<file path="src/rtl/clockdivider_prog.sv">
// Multi-channel programmable clock divider.
// Each channel divides clock by a run-time divisor (even or odd), has its own
// run enable, and emits a registered divided clock plus a period-start tick.
// New divisors arrive through a valid/ready port, are parked as "pending",
// and only take effect at a period boundary so no period is ever truncated.
// Reset divisors reproduce the legacy /2, /4, /8 outputs on channels 0..2.
module clockdivider_prog #(
  parameter int NCH   = 3,
  parameter int DIV_W = 8,
  parameter int CH_W  = (NCH > 1) ? $clog2(NCH) : 1
) (
  input  logic             clock,
  input  logic             reset,
  input  logic [NCH-1:0]   en,
  input  logic             cfg_valid,
  input  logic [CH_W-1:0]  cfg_ch,
  input  logic [DIV_W-1:0] cfg_div,
  output logic             cfg_ready,
  output logic [NCH-1:0]   divided_clk,
  output logic [NCH-1:0]   tick
);

  logic [NCH-1:0] pendingVec;

  // Ready reflects the addressed channel's pending flag; unknown channels
  // always look ready so a stray write is swallowed instead of stalling.
  always_comb begin
    cfg_ready = 1'b1;
    for (int k = 0; k < NCH; k++) begin
      if (cfg_ch == CH_W'(k)) begin
        cfg_ready = ~pendingVec[k];
      end
    end
  end

  for (genvar i = 0; i < NCH; i++) begin : gCh
    localparam logic [DIV_W-1:0] RST_DIV = DIV_W'(64'd1 << (i + 1));

    logic [DIV_W-1:0] phase_q, phase_d;
    logic [DIV_W-1:0] curDiv_q, curDiv_d;
    logic [DIV_W-1:0] pendDiv_q, pendDiv_d;
    logic             pending_q, pending_d;
    logic             running_q, running_d;
    logic             clk_q, clk_d;
    logic             tick_q, tick_d;

    logic             active;
    logic             accept;
    logic             boundary;
    logic [DIV_W-1:0] pNext;
    logic [DIV_W-1:0] divEff;
    logic [DIV_W:0]   highLen;

    assign active = en[i] && (curDiv_q >= DIV_W'(2));
    assign accept = cfg_valid && (cfg_ch == CH_W'(i)) && !pending_q;

    // Phase advance: a fresh start or the last phase of a period wraps to 0,
    // and the divisor for the period starting there is the pending one if any.
    always_comb begin
      pNext = '0;
      if (running_q && (phase_q != curDiv_q - DIV_W'(1))) begin
        pNext = phase_q + DIV_W'(1);
      end
      boundary = (pNext == '0);
      divEff   = (boundary && pending_q) ? pendDiv_q : curDiv_q;
      highLen  = ({1'b0, divEff} + (DIV_W + 1)'(1)) >> 1;
    end

    // Next-state for the channel; a config accept is evaluated last so that
    // a write landing on a boundary edge waits for the following boundary.
    always_comb begin
      phase_d   = phase_q;
      curDiv_d  = curDiv_q;
      pendDiv_d = pendDiv_q;
      pending_d = pending_q;
      running_d = running_q;
      clk_d     = clk_q;
      tick_d    = tick_q;
      if (active) begin
        phase_d   = pNext;
        running_d = 1'b1;
        clk_d     = ({1'b0, pNext} < highLen);
        tick_d    = boundary;
        if (boundary && pending_q) begin
          curDiv_d  = pendDiv_q;
          pending_d = 1'b0;
        end
      end else begin
        phase_d   = '0;
        running_d = 1'b0;
        clk_d     = 1'b0;
        tick_d    = 1'b0;
        if (pending_q) begin
          curDiv_d  = pendDiv_q;
          pending_d = 1'b0;
        end
      end
      if (accept) begin
        pendDiv_d = cfg_div;
        pending_d = 1'b1;
      end
    end

    // Channel state register; reset restores the legacy power-of-two divisor.
    always_ff @(posedge clock or posedge reset) begin
      if (reset) begin
        phase_q   <= '0;
        curDiv_q  <= RST_DIV;
        pendDiv_q <= '0;
        pending_q <= 1'b0;
        running_q <= 1'b0;
        clk_q     <= 1'b0;
        tick_q    <= 1'b0;
      end else begin
        phase_q   <= phase_d;
        curDiv_q  <= curDiv_d;
        pendDiv_q <= pendDiv_d;
        pending_q <= pending_d;
        running_q <= running_d;
        clk_q     <= clk_d;
        tick_q    <= tick_d;
      end
    end

    assign pendingVec[i]  = pending_q;
    assign divided_clk[i] = clk_q;
    assign tick[i]        = tick_q;
  end

endmodule

</file>
<file path="config.mk">
export PLATFORM = sky130hd
export DESIGN_NAME = clockdivider_prog
export DESIGN_NICKNAME = d
export VERILOG_FILES = /design/src/rtl/clockdivider_prog.sv
export SDC_FILE = /design/constraint.sdc
export NUM_CORES = 1
export LEC_CHECK = 0
export ABC_AREA = 1
export BUFFER_PORTS_ARGS = -buffer_cell sky130_fd_sc_hd__buf_2
export CORE_UTILIZATION = 50
export CTS_CLUSTER_DIAMETER = 40
export CTS_CLUSTER_SIZE = 8
export DETAILED_ROUTE_END_ITERATION = 10
export PLACE_DENSITY = 0.78
export RECOVER_POWER = 100
export SYNTH_ARGS = -nofsm -noshare
export SYNTH_HDL_FRONTEND = slang
export SYNTH_SLANG_ARGS = --single-unit
</file>
<file path="constraint.sdc">
create_clock -name clock -period 4 [get_ports clock]
set_clock_uncertainty 0.05 [all_clocks]
set_input_delay 0.4 -clock clock [delete_from_list [all_inputs] [get_ports clock]]
set_output_delay 0.4 -clock clock [all_outputs]
set_load 0.05 [all_outputs]
</file>
==> results.json, run 1 <==
{
  "min_period_ps": 3700,
  "ys_warn_count": 0,
  "powerDensity_nw_per_um2": 639,
  "worst_pin_slew_ps": 1970,
  "hp-class": "input pin to flop",
  "fill_cells": 1157,
  "drtIter0Drc": 424,
  "crit_path_cell_trace": "inv_2 -> ha_2 -> xor2_1 -> nand2_1 -> nor2_1 -> nand2_1 -> nor2_1 -> nand2_1 -> o211ai_1 -> nand2_1 -> nor2_4 -> nand3_2 -> nand2_2 -> ha_1 -> nand2_1 -> nor2_2 -> nand4_1 -> ha_1 -> a21oi_1 -> o211ai_1 -> a21oi_1",
  "synth-seq-cells": 84,
  "clock_latency_ps": 350,
  "critPathKind": "flop to flop",
  "drive_gt1_frac": 0.111,
  "n_antenna_cell": 0,
  "clock_sinks": 84,
  "hold_start": "cfg_div[4]",
  "layout.cells.non_filler": 1057,
  "leakagePower_nw": 3.40,
  "grt_overflow": 0,
  "status": "complete, but fails checks",
  "grt_pass1_wl_mm": 25.5,
  "netlist.area_leader.share": 0.327,
  "synth_common_cells": "229 x nand2_1, 108 x inv_1, 85 x nor2_1",
  "antenna_left": 0,
  "portBuffers": 22,
  "grt_usage": 0.253,
  "swShare": 0.473,
  "grt_max_degree": 44,
  "synth_top_cell_by_area": "dfrtp_1",
  "clockBufferDepth": 2,
  "hold_buffers": 0,
  "layout_setup_ws_ps": 302,
  "synthFlopType": "dfrtp_1",
  "antenna_found_initial": 0,
  "finalInstanceArea_um2": 6790,
  "internal_power_mw": 2.29,
  "row_count": 40,
  "die_area_um2": 12800,
  "power_frac_clock": 0.203,
  "htree_levels": 3,
  "violations": "max-capacitance violations, max-slew violations",
  "ys_async_sr_fraction": 1.00,
  "core_area_um2": 12100,
  "rr_startpoint": "gCh[1].curDiv_q[0]",
  "synth_most_common_cell": "nand2_1",
  "drv_cap": 1,
  "vdd_drop_max_mv": 0.316,
  "synth_cells": 870,
  "cp_top_family": "simple AND/OR/NAND/NOR gates",
  "syn_nets": 919,
  "hold_viol_final": 0,
  "setup_viol": 0,
  "pwr-share-seq": 0.307,
  "crit_slowest_cell": "dfrtp_1",
  "drc": 0,
  "synth_edf_count": 0,
  "detail_route.vias_per_cell": 5.37,
  "cts_root_buffer": "clkbuf_16",
  "synth_area_um2": 6200,
  "critPathBufInv": 1,
  "min_period_over_period": 0.925,
  "fmax_mhz": 270,
  "place_congestion": 0.880,
  "grt_pass1_vias": 5272,
  "crit_fanout": 10,
  "critPathLaunch": "gCh[1].curDiv_q[0]",
  "area_delta_synth_final_pct": 9.49,
  "cts_buffers": 9,
  "p_comb_frac": 0.491,
  "utilization": 0.563,
  "power_switching_mw": 2.05,
  "crit_arrival_ps": 3920,
  "end_kind": "flop",
  "initial_core_util": 0.514,
  "pin_count": 23,
  "dp_hpwl_mm": 11.0,
  "num_vias": 5680,
  "cpMostUsedCell": "nand2_1",
  "wl_mm": 14.9,
  "ys_top_cells_by_area": "dfrtp_1 33%, nand2_1 14%, ha_1 6.7%",
  "required_ps": 4230,
  "fp.dieH_um": 113,
  "grt_setup_unrepaired": "yes",
  "cts_tree": "built",
  "clk_pin_slew_ps": 70,
  "maxSlewHeadroom": -0.318,
  "final_max_slew_viol_count": 43,
  "post_synth.cell_area_avg_um2": 7.13,
  "synth_cell_types": 43,
  "ys_seq_area_frac": 0.340,
  "finalPower_mw": 4.34,
  "max_stage_delay_ps": 430,
  "finalNetCount": 933,
  "preCtsSetupSlack_ps": 140,
  "cp-start-kind": "flop",
  "wl_per_cell_um": 14.1,
  "firstDrtPassIters": 5,
  "place_area_um2": 6410,
  "die_w_um": 113,
  "dpl.cell_count": 1036
}
[cells by family after synthesis]
kind of cell	after synthesis	synth area share
AND/OR/NAND/NOR	466	0.337
XOR/XNOR	30	0.0424
AO/OA/AOI/OAI	109	0.117
flip-flops	84	0.340
adder cells (fa/ha/maj)	33	0.0666
buffers and inverters	148	0.0965
[worst paths after layout]
| check | slack (ps) | depth (start not counted) | to |
|---|---|---|---|
| worst max-delay path | 300 | 21 | gCh[1].clk_q |
| worst min register to register | 440 | 2 | gCh[0].pendDiv_q[7] |
| worst min-delay path | 210 | 3 | gCh[1].pendDiv_q[4] |
| min in group asynchronous | 500 | 2 | gCh[2].phase_q[2] |
| worst max register to register | 300 | 21 | gCh[1].clk_q |
| max in group asynchronous | 1620 | 3 | gCh[1].curDiv_q[0] |
[registers in the layout, indices dropped and copies added, names as in the netlist]
name / cells
gCh.tick_q: 3
gCh.pending_q: 3
gCh.running_q: 3
gCh.clk_q: 3
gCh.pendDiv_q: 24
gCh.curDiv_q: 24
gCh.phase_q: 24
[per-layer routing]
| layer | wire length (um) | vias up | global-route usage |
|---|---|---|---|
| met4 | 261 | 0 | 0.0974 |
| met2 | 6910 | 160 | 0.397 |
| met5 | 0 | - | 0 |
| li1 | - | 2873 | - |
| met1 | 6970 | 2630 | 0.358 |
| met3 | 808 | 17 | 0.0311 |
[power groups by stage]
stage	registers, mW	clock network, mW	logic [mW]
2_1_floorplan	1.24	0	1.71
3_3_place_gp	1.33	0	2.00
3_5_place_dp	1.34	0	2.03
4_1_cts	1.32	0.886	2.05
5_1_grt	1.36	0.925	2.43
6_report	1.33	0.879	2.13
[area by class of cell]
| type | count | area (um^2) | share of cell area |
|---|---|---|---|
| Timing Repair Buffer | 32 | 174 | 0.0256 |
| Clock buffer | 9 | 225 | 0.0332 |
| Clock inverter | 7 | 81.3 | 0.0120 |
| Inverter | 119 | 448 | 0.0660 |
| Multi-Input combinational cell | 638 | 3540 | 0.522 |
| Sequential cell | 84 | 2110 | 0.310 |
| Tap cell | 168 | 210 | 0.0310 |
[worst min-delay path, delay by kind of cell]
kind	cells	cell delay [ps]
compound gates	1	60
buf+inv	1	90
simple gates	1	40
[cells in the final DEF, fill, tap and decap left out, types with 2 or more instances in the layout]
master and instances:
a2111oi_0 2, a21oi_1 19, buf_2 15, buf_4 9
clkbuf_1 7, clkbuf_16 9, clkinv_1 3, dfrtp_1 81
dfstp_2 3, ha_1 30, ha_2 2, inv_1 107
inv_2 8, inv_6 3, nand2_1 226, nand2_2 15
nand3_1 73, nand3_2 4, nand3b_1 2, nand4_1 17
nor2_1 83, nor2_2 6, nor2_4 8, nor3_1 23
o211ai_1 19, o21ai_0 38, o21ai_1 3, o21ai_2 4
o21bai_1 2, o221ai_1 12, o22ai_1 2, o31ai_1 3
o41ai_4 2, or2_1 2, xnor2_1 9, xor2_1 21
[per-stage QoR]
stage	hold WS (ps)	setup TNS, ps
after floorplan	403	0
after global placement	431	0
after detailed placement	433	0
after CTS	137	0
after global routing	243	-29.7
final	213	0
[repair_timing]
| item | CTS | global route |
|---|---|---|
| gates resized for setup | 0 | 11 |
| buffers inserted | 0 | 5 |
| endpoints found under the setup margin | 0 | 3 |
No activity file was read; power rests on OpenSTA's default activity.
==> run 2: changes to the inputs <==
--- a/config.mk
+++ b/config.mk
@@ -11,7 +11,7 @@
 export CTS_CLUSTER_DIAMETER = 40
 export CTS_CLUSTER_SIZE = 8
 export DETAILED_ROUTE_END_ITERATION = 10
-export PLACE_DENSITY = 0.78
+export PLACE_DENSITY = 0.8
 export RECOVER_POWER = 100
 export SYNTH_ARGS = -nofsm -noshare
 export SYNTH_HDL_FRONTEND = slang
==> constraint.sdc (replaced) <==
create_clock -name clock -period 3.1 [get_ports clock]
set_clock_uncertainty 0.05 [all_clocks]
set_input_delay 0.31 -clock clock [delete_from_list [all_inputs] [get_ports clock]]
set_output_delay 0.31 -clock clock [all_outputs]
set_load 0.05 [all_outputs]
==> run 2 against run 1 <==
Effect of this change: the run ends with max-capacitance violations, max-slew violations, negative setup slack left; highest routed layer unchanged; worst hold slack lost 66 ps; design area grew 17%; cell count grew 11%; power grew 52%; non-clock buffer count grew 115; critical path type unchanged; critical path depth grew 5.
==> results.json, run 2 (synthesized netlist as in run 1, its figures left out) <==
{
  "status": "complete, but fails checks",
  "violations": "max-capacitance violations, max-slew violations, negative setup slack",
  "critPathBufInv": 2,
  "firstDrtPassIters": 6,
  "clockBufferDepth": 2,
  "pin_count": 23,
  "place_area_um2": 7290,
  "die_area_um2": 12800,
  "detail_route.vias_per_cell": 5.42,
  "required_ps": 3270,
  "wl_mm": 17.2,
  "htree_levels": 3,
  "fill_cells": 961,
  "tns_ps": -621,
  "drtIter0Drc": 433,
  "cts_root_buffer": "clkbuf_16",
  "cts_buffers": 9,
  "finalInstanceArea_um2": 7940,
  "grt_setup_unrepaired": "yes",
  "cts_tree": "built",
  "worst_pin_slew_ps": 2120,
  "finalNetCount": 1048,
  "multiInputGateArea_um2": 3840,
  "drive_gt1_frac": 0.263,
  "preCtsSetupSlack_ps": -344,
  "portBuffers": 22,
  "cp_top_family": "simple AND/OR/NAND/NOR gates",
  "die_w_um": 113,
  "fp.dieH_um": 113,
  "hold_viol_final": 0,
  "critPathKind": "flop to flop",
  "dp_hpwl_mm": 12.3,
  "crit_slowest_cell": "dfstp_2",
  "grt_pass1_wl_mm": 28.1,
  "layout_common_cells": "205 x nand2_1, 118 x buf_4, 96 x inv_1, 80 x dfrtp_1, 76 x nor2_1",
  "grt_overflow": 0,
  "grt_pass1_vias": 6019,
  "layout_commonest_cell": "nand2_1",
  "ff2ff_setup_slack_ps": -400,
  "utilization": 0.658,
  "end_kind": "flop",
  "final_max_slew_viol_count": 48,
  "fmax_mhz": 286,
  "clk_pin_slew_ps": 60,
  "hp-class": "input pin to flop",
  "crit_fanout": 5,
  "initial_core_util": 0.514,
  "leakagePower_nw": 3.99,
  "vdd_drop_max_mv": 0.509,
  "layout_setup_ws_ps": -397,
  "drv_cap": 1,
  "antenna_left": 0,
  "crit_arrival_ps": 3670,
  "finalPower_mw": 6.61,
  "setup_viol": 3,
  "clock_sinks": 84,
  "cpMostUsedCell": "nand2_1",
  "clock_latency_ps": 340,
  "drc": 0,
  "grt_usage": 0.276,
  "cp-start-kind": "flop",
  "num_vias": 6352,
  "wl_per_cell_um": 14.7,
  "reg.largest.list": "gCh.curDiv_q x24, gCh.pendDiv_q x24, gCh.phase_q x24",
  "grt_max_degree": 48,
  "max_stage_delay_ps": 540,
  "core_area_um2": 12100,
  "area_delta_synth_final_pct": 28.0,
  "maxSlewHeadroom": -0.419,
  "min_period_ps": 3500,
  "row_count": 40,
  "hold_buffers": 0,
  "min_period_over_period": 1.13,
  "seqCellArea_um2": 2110,
  "antenna_found_initial": 0,
  "place_congestion": 0.912,
  "n_antenna_cell": 0,
  "powerDensity_nw_per_um2": 833
}
-- run 2: cell types whose count changed in the layout (fill, tap and decap cells not counted), sizes merged --
cell,before,now
buf,24,138
clkbuf,17,22
inv,119,115
clkinv,5,4
-- run 2: metal layers --
layer  wire length (um)  up-vias  GRT usage  part of all wire
li1                   -     3103          -                 -
met1               7650     2963      0.374              0.45
met2               8090      260      0.457              0.47
met3               1160       26     0.0359             0.067
met4                284        0     0.0904             0.017
met5                  0        -          0                 0
-- run 2: what timing repair did --
| item | in CTS | in global routing |
|---|---|---|
| setup buffers | 11 | 8 |
| endpoints found under the hold margin | 0 | 0 |
| pin swaps | 42 | 26 |
| setup endpoints to repair | 3 | 3 |
| resized for setup | 45 | 25 |
-- run 2: cell type report --
cell class | instances | area share
inverters | 119 | 0.0564
clock buffers | 13 | 0.0315
well taps | 168 | 0.0265
clock inverters | 2 | 0.00441
flip-flops and latches | 84 | 0.265
repair buffers | 147 | 0.132
multi-input cells | 638 | 0.484
-- run 2: worst reg2reg max path: cells and delay by family, from the launching register on --
kind                     cells  cell delay (ps)
AND/OR/NAND/NOR             16             1500
adder cells (fa/ha/maj)      3              670
flip-flops                   1              540
AO/OA/AOI/OAI                5              490
buffers and inverters        2              120
-- run 2: power breakdown --
part,total (mW),internal [mW],switching [mW]
sequential,1.67,1.37,0.301
combinational,3.86,1.65,2.22
clock,1.08,0.642,0.434
total,6.61,3.66,2.95
-- run 2: path summary, 6_finish.rpt --
path | start | to | cells past startpoint
max | gCh[0].curDiv_q[1] | gCh[0].clk_q | 26
min | cfg_div[7] | gCh[1].pendDiv_q[7] | 3
max reg2reg | gCh[0].curDiv_q[1] | gCh[0].clk_q | 26
min reg2reg | gCh[0].pendDiv_q[7] | gCh[0].pendDiv_q[7] | 2
max in group asynchronous | reset | gCh[1].phase_q[0] | 3
min in group asynchronous | reset | gCh[2].curDiv_q[2] | 2
-- run 2: stage by stage --
step	cells	hold slack (ps)
after floorplan	870	381
after global placement	1138	427
after detailed placement	1138	429
after CTS	1163	84.2
after global routing	1171	164
final	1171	147
